[src/rtl/serial_sub32_pkg.sv]
// Shared definitions for the byte-serial subtractor: FSM states, byte width
// and the counter-width helper used to size the byte index.
package serial_sub32_pkg;

    localparam int BYTE_W = 8;

    typedef enum logic [1:0] {
        IDLE = 2'd0,
        RUN  = 2'd1,
        DONE = 2'd2
    } state_t;

    // Ceiling log2, never less than 1 so a counter always has at least one bit
    function automatic int clog2(input int value);
        int w;
        w = 1;
        for (int i = 1; i < 31; i++) begin
            if ((1 << w) < value) begin
                w = w + 1;
            end
        end
        return w;
    endfunction

endpackage

[src/rtl/serial_sub32_sub8_slice.sv]
// sub8_slice: combinational 8-bit subtract with active-high borrow in/out.
// Internally it is a carry-in subtractor (a + ~b + cin); the carry sense is
// inverted at this boundary so callers only ever see borrows.
module sub8_slice
    import serial_sub32_pkg::*;
(
    input  logic [BYTE_W-1:0] a,
    input  logic [BYTE_W-1:0] b,
    input  logic              bin,
    output logic [BYTE_W-1:0] diff,
    output logic              bout
);

    logic              cin;
    logic [BYTE_W:0]   sum;

    // Borrow-in of 1 means carry-in of 0 for the two's-complement subtractor
    assign cin  = ~bin;
    assign sum  = {1'b0, a} + {1'b0, ~b} + {{BYTE_W{1'b0}}, cin};
    assign diff = sum[BYTE_W-1:0];
    // Carry-out of 1 means no borrow was needed
    assign bout = ~sum[BYTE_W];

endmodule

[src/rtl/serial_sub32.sv]
// serial_sub32: byte-serial subtractor computing a - b - bin over NBYTES
// cycles through a single 8-bit slice, with valid/ready handshakes on both
// sides. Optional feature: define SERIAL_SUB_ZERO_FLAG_EN to add the 'zero'
// output (result-is-zero flag accumulated byte by byte).
module serial_sub32
    import serial_sub32_pkg::*;
#(
    parameter int NBYTES = 4
)
(
    input  logic                     CLK,
    input  logic                     RESET,
    input  logic [BYTE_W*NBYTES-1:0] a,
    input  logic [BYTE_W*NBYTES-1:0] b,
    input  logic                     bin,
    input  logic                     in_valid,
    output logic                     in_ready,
    output logic [BYTE_W*NBYTES-1:0] diff,
    output logic                     bout,
    output logic                     out_valid,
`ifdef SERIAL_SUB_ZERO_FLAG_EN
    output logic                     zero,
`endif
    input  logic                     out_ready
);

    localparam int W     = BYTE_W * NBYTES;
    localparam int CNT_W = clog2(NBYTES);

    state_t              state_reg;
    logic [CNT_W-1:0]    cnt_reg;
    logic [W-1:0]        a_reg;
    logic [W-1:0]        b_reg;
    logic                borrow_reg;
    logic                in_ready_reg;
    logic                out_valid_reg;
    logic [BYTE_W-1:0]   slice_diff;
    logic                slice_bout;
    logic                last_byte;

    // Operands shift right one byte per RUN cycle, so the slice always sees byte 0
    sub8_slice u_slice (
        .a    (a_reg[BYTE_W-1:0]),
        .b    (b_reg[BYTE_W-1:0]),
        .bin  (borrow_reg),
        .diff (slice_diff),
        .bout (slice_bout)
    );

    assign last_byte = (cnt_reg == CNT_W'(NBYTES - 1));

    // Control FSM: accept in IDLE, one byte per cycle in RUN, hold result in DONE.
    // out_valid is a registered output that rises on the edge after DONE is
    // entered, giving the result one settled cycle before it is presented.
    always_ff @(posedge CLK) begin
        if (RESET) begin
            state_reg     <= IDLE;
            cnt_reg       <= '0;
            a_reg         <= '0;
            b_reg         <= '0;
            borrow_reg    <= 1'b0;
            in_ready_reg  <= 1'b1;
            out_valid_reg <= 1'b0;
        end else begin
            case (state_reg)
                IDLE: begin
                    if (in_valid) begin
                        a_reg        <= a;
                        b_reg        <= b;
                        borrow_reg   <= bin;
                        cnt_reg      <= '0;
                        in_ready_reg <= 1'b0;
                        state_reg    <= RUN;
                    end
                end
                RUN: begin
                    a_reg      <= a_reg >> BYTE_W;
                    b_reg      <= b_reg >> BYTE_W;
                    borrow_reg <= slice_bout;
                    cnt_reg    <= cnt_reg + CNT_W'(1);
                    if (last_byte) begin
                        state_reg <= DONE;
                    end
                end
                DONE: begin
                    if (out_valid_reg && out_ready) begin
                        out_valid_reg <= 1'b0;
                        in_ready_reg  <= 1'b1;
                        state_reg     <= IDLE;
                    end else begin
                        out_valid_reg <= 1'b1;
                    end
                end
                default: begin
                    state_reg     <= IDLE;
                    in_ready_reg  <= 1'b1;
                    out_valid_reg <= 1'b0;
                end
            endcase
        end
    end

    // One result byte register per byte lane, written when the counter selects it
    generate
        for (genvar gi = 0; gi < NBYTES; gi++) begin : g_diff_byte
            logic [BYTE_W-1:0] byte_reg;

            // Capture the slice difference for lane gi
            always_ff @(posedge CLK) begin
                if (RESET) begin
                    byte_reg <= '0;
                end else if (state_reg == RUN && cnt_reg == CNT_W'(gi)) begin
                    byte_reg <= slice_diff;
                end
            end

            assign diff[gi*BYTE_W +: BYTE_W] = byte_reg;
        end
    endgenerate

`ifdef SERIAL_SUB_ZERO_FLAG_EN
    logic zero_reg;

    // Zero flag starts true at acceptance and is cleared by any non-zero byte
    always_ff @(posedge CLK) begin
        if (RESET) begin
            zero_reg <= 1'b0;
        end else if (state_reg == IDLE && in_valid) begin
            zero_reg <= 1'b1;
        end else if (state_reg == RUN) begin
            zero_reg <= zero_reg & ~|slice_diff;
        end
    end

    assign zero = zero_reg;
`endif

    assign bout      = borrow_reg;
    assign in_ready  = in_ready_reg;
    assign out_valid = out_valid_reg;

endmodule

[config.mk]
export PLATFORM = sky130hd
export DESIGN_NAME = serial_sub32
export DESIGN_NICKNAME = d
export VERILOG_FILES = /design/src/rtl/serial_sub32_pkg.sv /design/src/rtl/serial_sub32_sub8_slice.sv /design/src/rtl/serial_sub32.sv
export SDC_FILE = /design/constraint.sdc
export NUM_CORES = 1
export LEC_CHECK = 0
export ABC_AREA = 1
export CORE_ASPECT_RATIO = 0.75
export CORE_UTILIZATION = 54
export DETAILED_ROUTE_END_ITERATION = 16
export PLACE_DENSITY = 0.87
export SLEW_MARGIN = 5
export SYNTH_ARGS = -nofsm -noshare
export SYNTH_HDL_FRONTEND = slang
export SYNTH_SLANG_ARGS = --single-unit
[constraint.sdc]
create_clock -name CLK -period 3 [get_ports CLK]
set_input_delay 0.9 -clock CLK [delete_from_list [all_inputs] [get_ports CLK]]
set_output_delay 0.9 -clock CLK [all_outputs]
set_load 0.005 [all_outputs]
==> flow_metrics.py <==
metrics = {
    "global_routing": {
        "grt_max_degree": 78,
        "grt-ovfl-total": 0,
        "track_usage": 0.273,
        "grt_pass1_vias": 4070,
        "antenna_found_initial": 0,
        "grt_pass1_wl_mm": 18.9,
    },
    "sta": {
        "drv_slew": 0,
        "finalHoldWorstSlack_ns": 0.461,
        "worst_slack_ns": 0.851,
        "finalCritPeriodShare": 0.716,
        "worstMarginPinSlew_ns": 0.575,
        "setup_tns_ns": 0,
        "fin_crit_ns": 2.15,
        "hold_violations": 0,
        "rsz0062_at_grt": "false",
        "relSlewSlack": 0.617,
        "max_freq_mhz": 465,
        "finClkSkew_ns": 0.00717,
        "setup_viol": 0,
    },
    "floorplan": {
        "rows": 28,
        "die_width_um": 109,
        "start_util": 0.571,
        "core_sq_um": 8090,
        "die_area_sq_um": 8940,
        "die_y_um": 82.1,
        "ioPinCount": 104,
    },
    "detailed_routing": {
        "via_count": 4340,
        "first_iter_violations": 399,
        "first_pass_iters": 6,
        "post-route-drc-count": 0,
        "avgViaCountPerCell": 5.40,
        "totalWireLength_mm": 11.6,
        "postRouteAntennaNets": 0,
        "wire_per_inst_um": 14.4,
    },
    "worst_setup_path": {
        "start_kind": "flop",
        "path_common_cell": "nand2_1",
        "cpLargestDelayFamily": "adder cells",
        "endpoint_kind": "flop",
        "cp.arrival_ns": 2.39,
        "critical_path_class": "flop to flop",
        "slowest_stage": "fa_1",
        "cp.required_ns": 3.24,
        "cp_max_fo": 4,
        "critPathMaxStageDelay_ns": 0.47,
        "timing.critical_path.buf_inv": 2,
        "path_cells": "inv_1 > fa_1 > fa_1 > nand3_1 > nand2_1 > nand2_1 > nand2_1 > nand2_1 > nand3_1 > nand2_1 > inv_1",
    },
    "logic_synthesis": {
        "synth-main-ff-cell": "dfxtp_1",
        "synthTopCellsByCount": "nand2_1 (161), dfxtp_1 (103), inv_1 (59)",
        "syn_nets": 697,
        "yosysSeqAreaShare": 0.446,
        "avgSynthCellArea_sq_um": 7.52,
        "synth-compound-area-share": 0.215,
        "synth_adder_area_share": 0.0384,
        "synth-simple-area-share": 0.193,
        "ys_ff_latch": 103,
        "post_synth_instance_area_sq_um": 4620,
        "synth-edff-count": 0,
        "synth_mux_area_frac": 0,
        "yosys.area.top_type": "dfxtp_1",
        "synth_top_family_by_area": "compound AO/OA/AOI/OAI gates",
        "async_flop_share": 0,
        "synth_most_common_cell": "nand2_1",
        "syn_inst": 615,
        "yosys.cell_types.count": 24,
        "synth_area_leaders": "dfxtp_1 (45%), nand2_1 (13%), o21ai_1 (6.1%)",
        "yosys.area.top_type_share": 0.446,
        "synth_warnings": 0,
        "synth_xor_area_frac": 0.00379,
    },
    "clock_network": {
        "cts_resized": 0,
        "path_clk_slew_ns": 0.07,
        "clock-sinks": 103,
        "cts_tree": "done",
        "postCtsHoldBufs": 0,
        "cts.path.max_buffers": 2,
        "clock_latency_ns": 0.35,
        "cts_root_buf": "clkbuf_16",
        "postCtsSetupBuffers": 0,
        "cts_made_buffers": 9,
        "htree_num_levels": 3,
    },
    "power": {
        "peakVddDrop_v": 0.000377,
        "leakagePower_nw": 2.45,
        "p_per_area_nw_per_um2": 568,
        "power_mw": 3.35,
    },
    "placed_design": {
        "placedCellCount": 788,
        "hpwl_mm": 8.16,
        "place_ws_ns": 0.713,
        "finalWeightedCongestion": 0.880,
        "place_area_sq_um": 5620,
        "portBuffers": 103,
    },
    "layout": {
        "final_util": 0.728,
        "design_area_sq_um": 5890,
        "layout.nets": 776,
        "drive_gt1_frac": 0.0430,
        "layoutNonFillerInstCount": 803,
        "nFillCells": 602,
        "diodes": 0,
        "area_growth_pct": 27.4,
    },
    "status": {
        "status": "finished clean",
    },
    "min_path": {
        "min_path_type": "flop to flop",
    },
    "job": {
        "maxCapViolCount": 0,
    },
}
routing by layer:
| layer | track usage | share of wire |
|---|---|---|
| met5 | 0 | 0 |
| met2 | 0.462 | 0.47 |
| met1 | 0.356 | 0.45 |
| met4 | 0.0743 | 0.011 |
| met3 | 0.0589 | 0.066 |
layout by cell type (no fill, tap or decap), types with 3 or more instances in the layout:
cell type and n:
o21ai_0 15, dfxtp_1 103, o21ai_1 56, a21oi_1 51
o211ai_1 6, ha_1 11, o21a_1 17, nand3_1 40
nor2_1 6, buf_4 3, inv_2 5, inv_1 59
clkbuf_16 9, nand2_1 161, clkdlybuf4s50_1 103, a31oi_1 34
path summary, 6_finish.rpt:
path / startpoint / end / slack, ns / cells after the start
worst max register to register: bout / g_diff_byte[2].byte_reg[6] / 0.85 / 11
worst max-delay path: bout / g_diff_byte[2].byte_reg[6] / 0.85 / 11
worst min-delay path: b_reg[12] / b_reg[12] / 0.46 / 2
worst min register to register: b_reg[12] / b_reg[12] / 0.46 / 2
worst reg2reg max path, cell delays in order (launching register included):
cell and delay (ns):
dfxtp_1 0.34, inv_1 0.06, fa_1 0.47, fa_1 0.43, nand3_1 0.12, nand2_1 0.10
nand2_1 0.10, nand2_1 0.06, nand2_1 0.13, nand3_1 0.11, nand2_1 0.09, inv_1 0.04
logic make-up (layout without fill, tap and decap cells):
logic type,after synthesis,after routing
and+or+nand+nor,212,212
AOI/OAI and AO/OA,179,179
buffers and inverters,106,189
DFF,103,103
adders and majority gates,13,13
xor gates and xnor gates,2,2
final cells by class:
type / instances / area [sq um] / share of cell area
Clock inverter: 4 / 32.5 / 0.00552
Inverter: 66 / 253 / 0.0429
Timing Repair Buffer: 108 / 1090 / 0.186
Multi-Input combinational cell: 406 / 2080 / 0.354
Tap cell: 105 / 131 / 0.0223
Sequential cell: 103 / 2060 / 0.350
Clock buffer: 11 / 233 / 0.0395
power by group:
part           internal (mW)  total, mW  leakage [nW]  switching (mW)
combinational          0.307      0.734          1.48           0.427
sequential              1.48       1.55         0.847          0.0655
clock                  0.563       1.07         0.122           0.503
total                   2.35       3.35          2.45           0.996
Power figures use the tool's default switching activity.
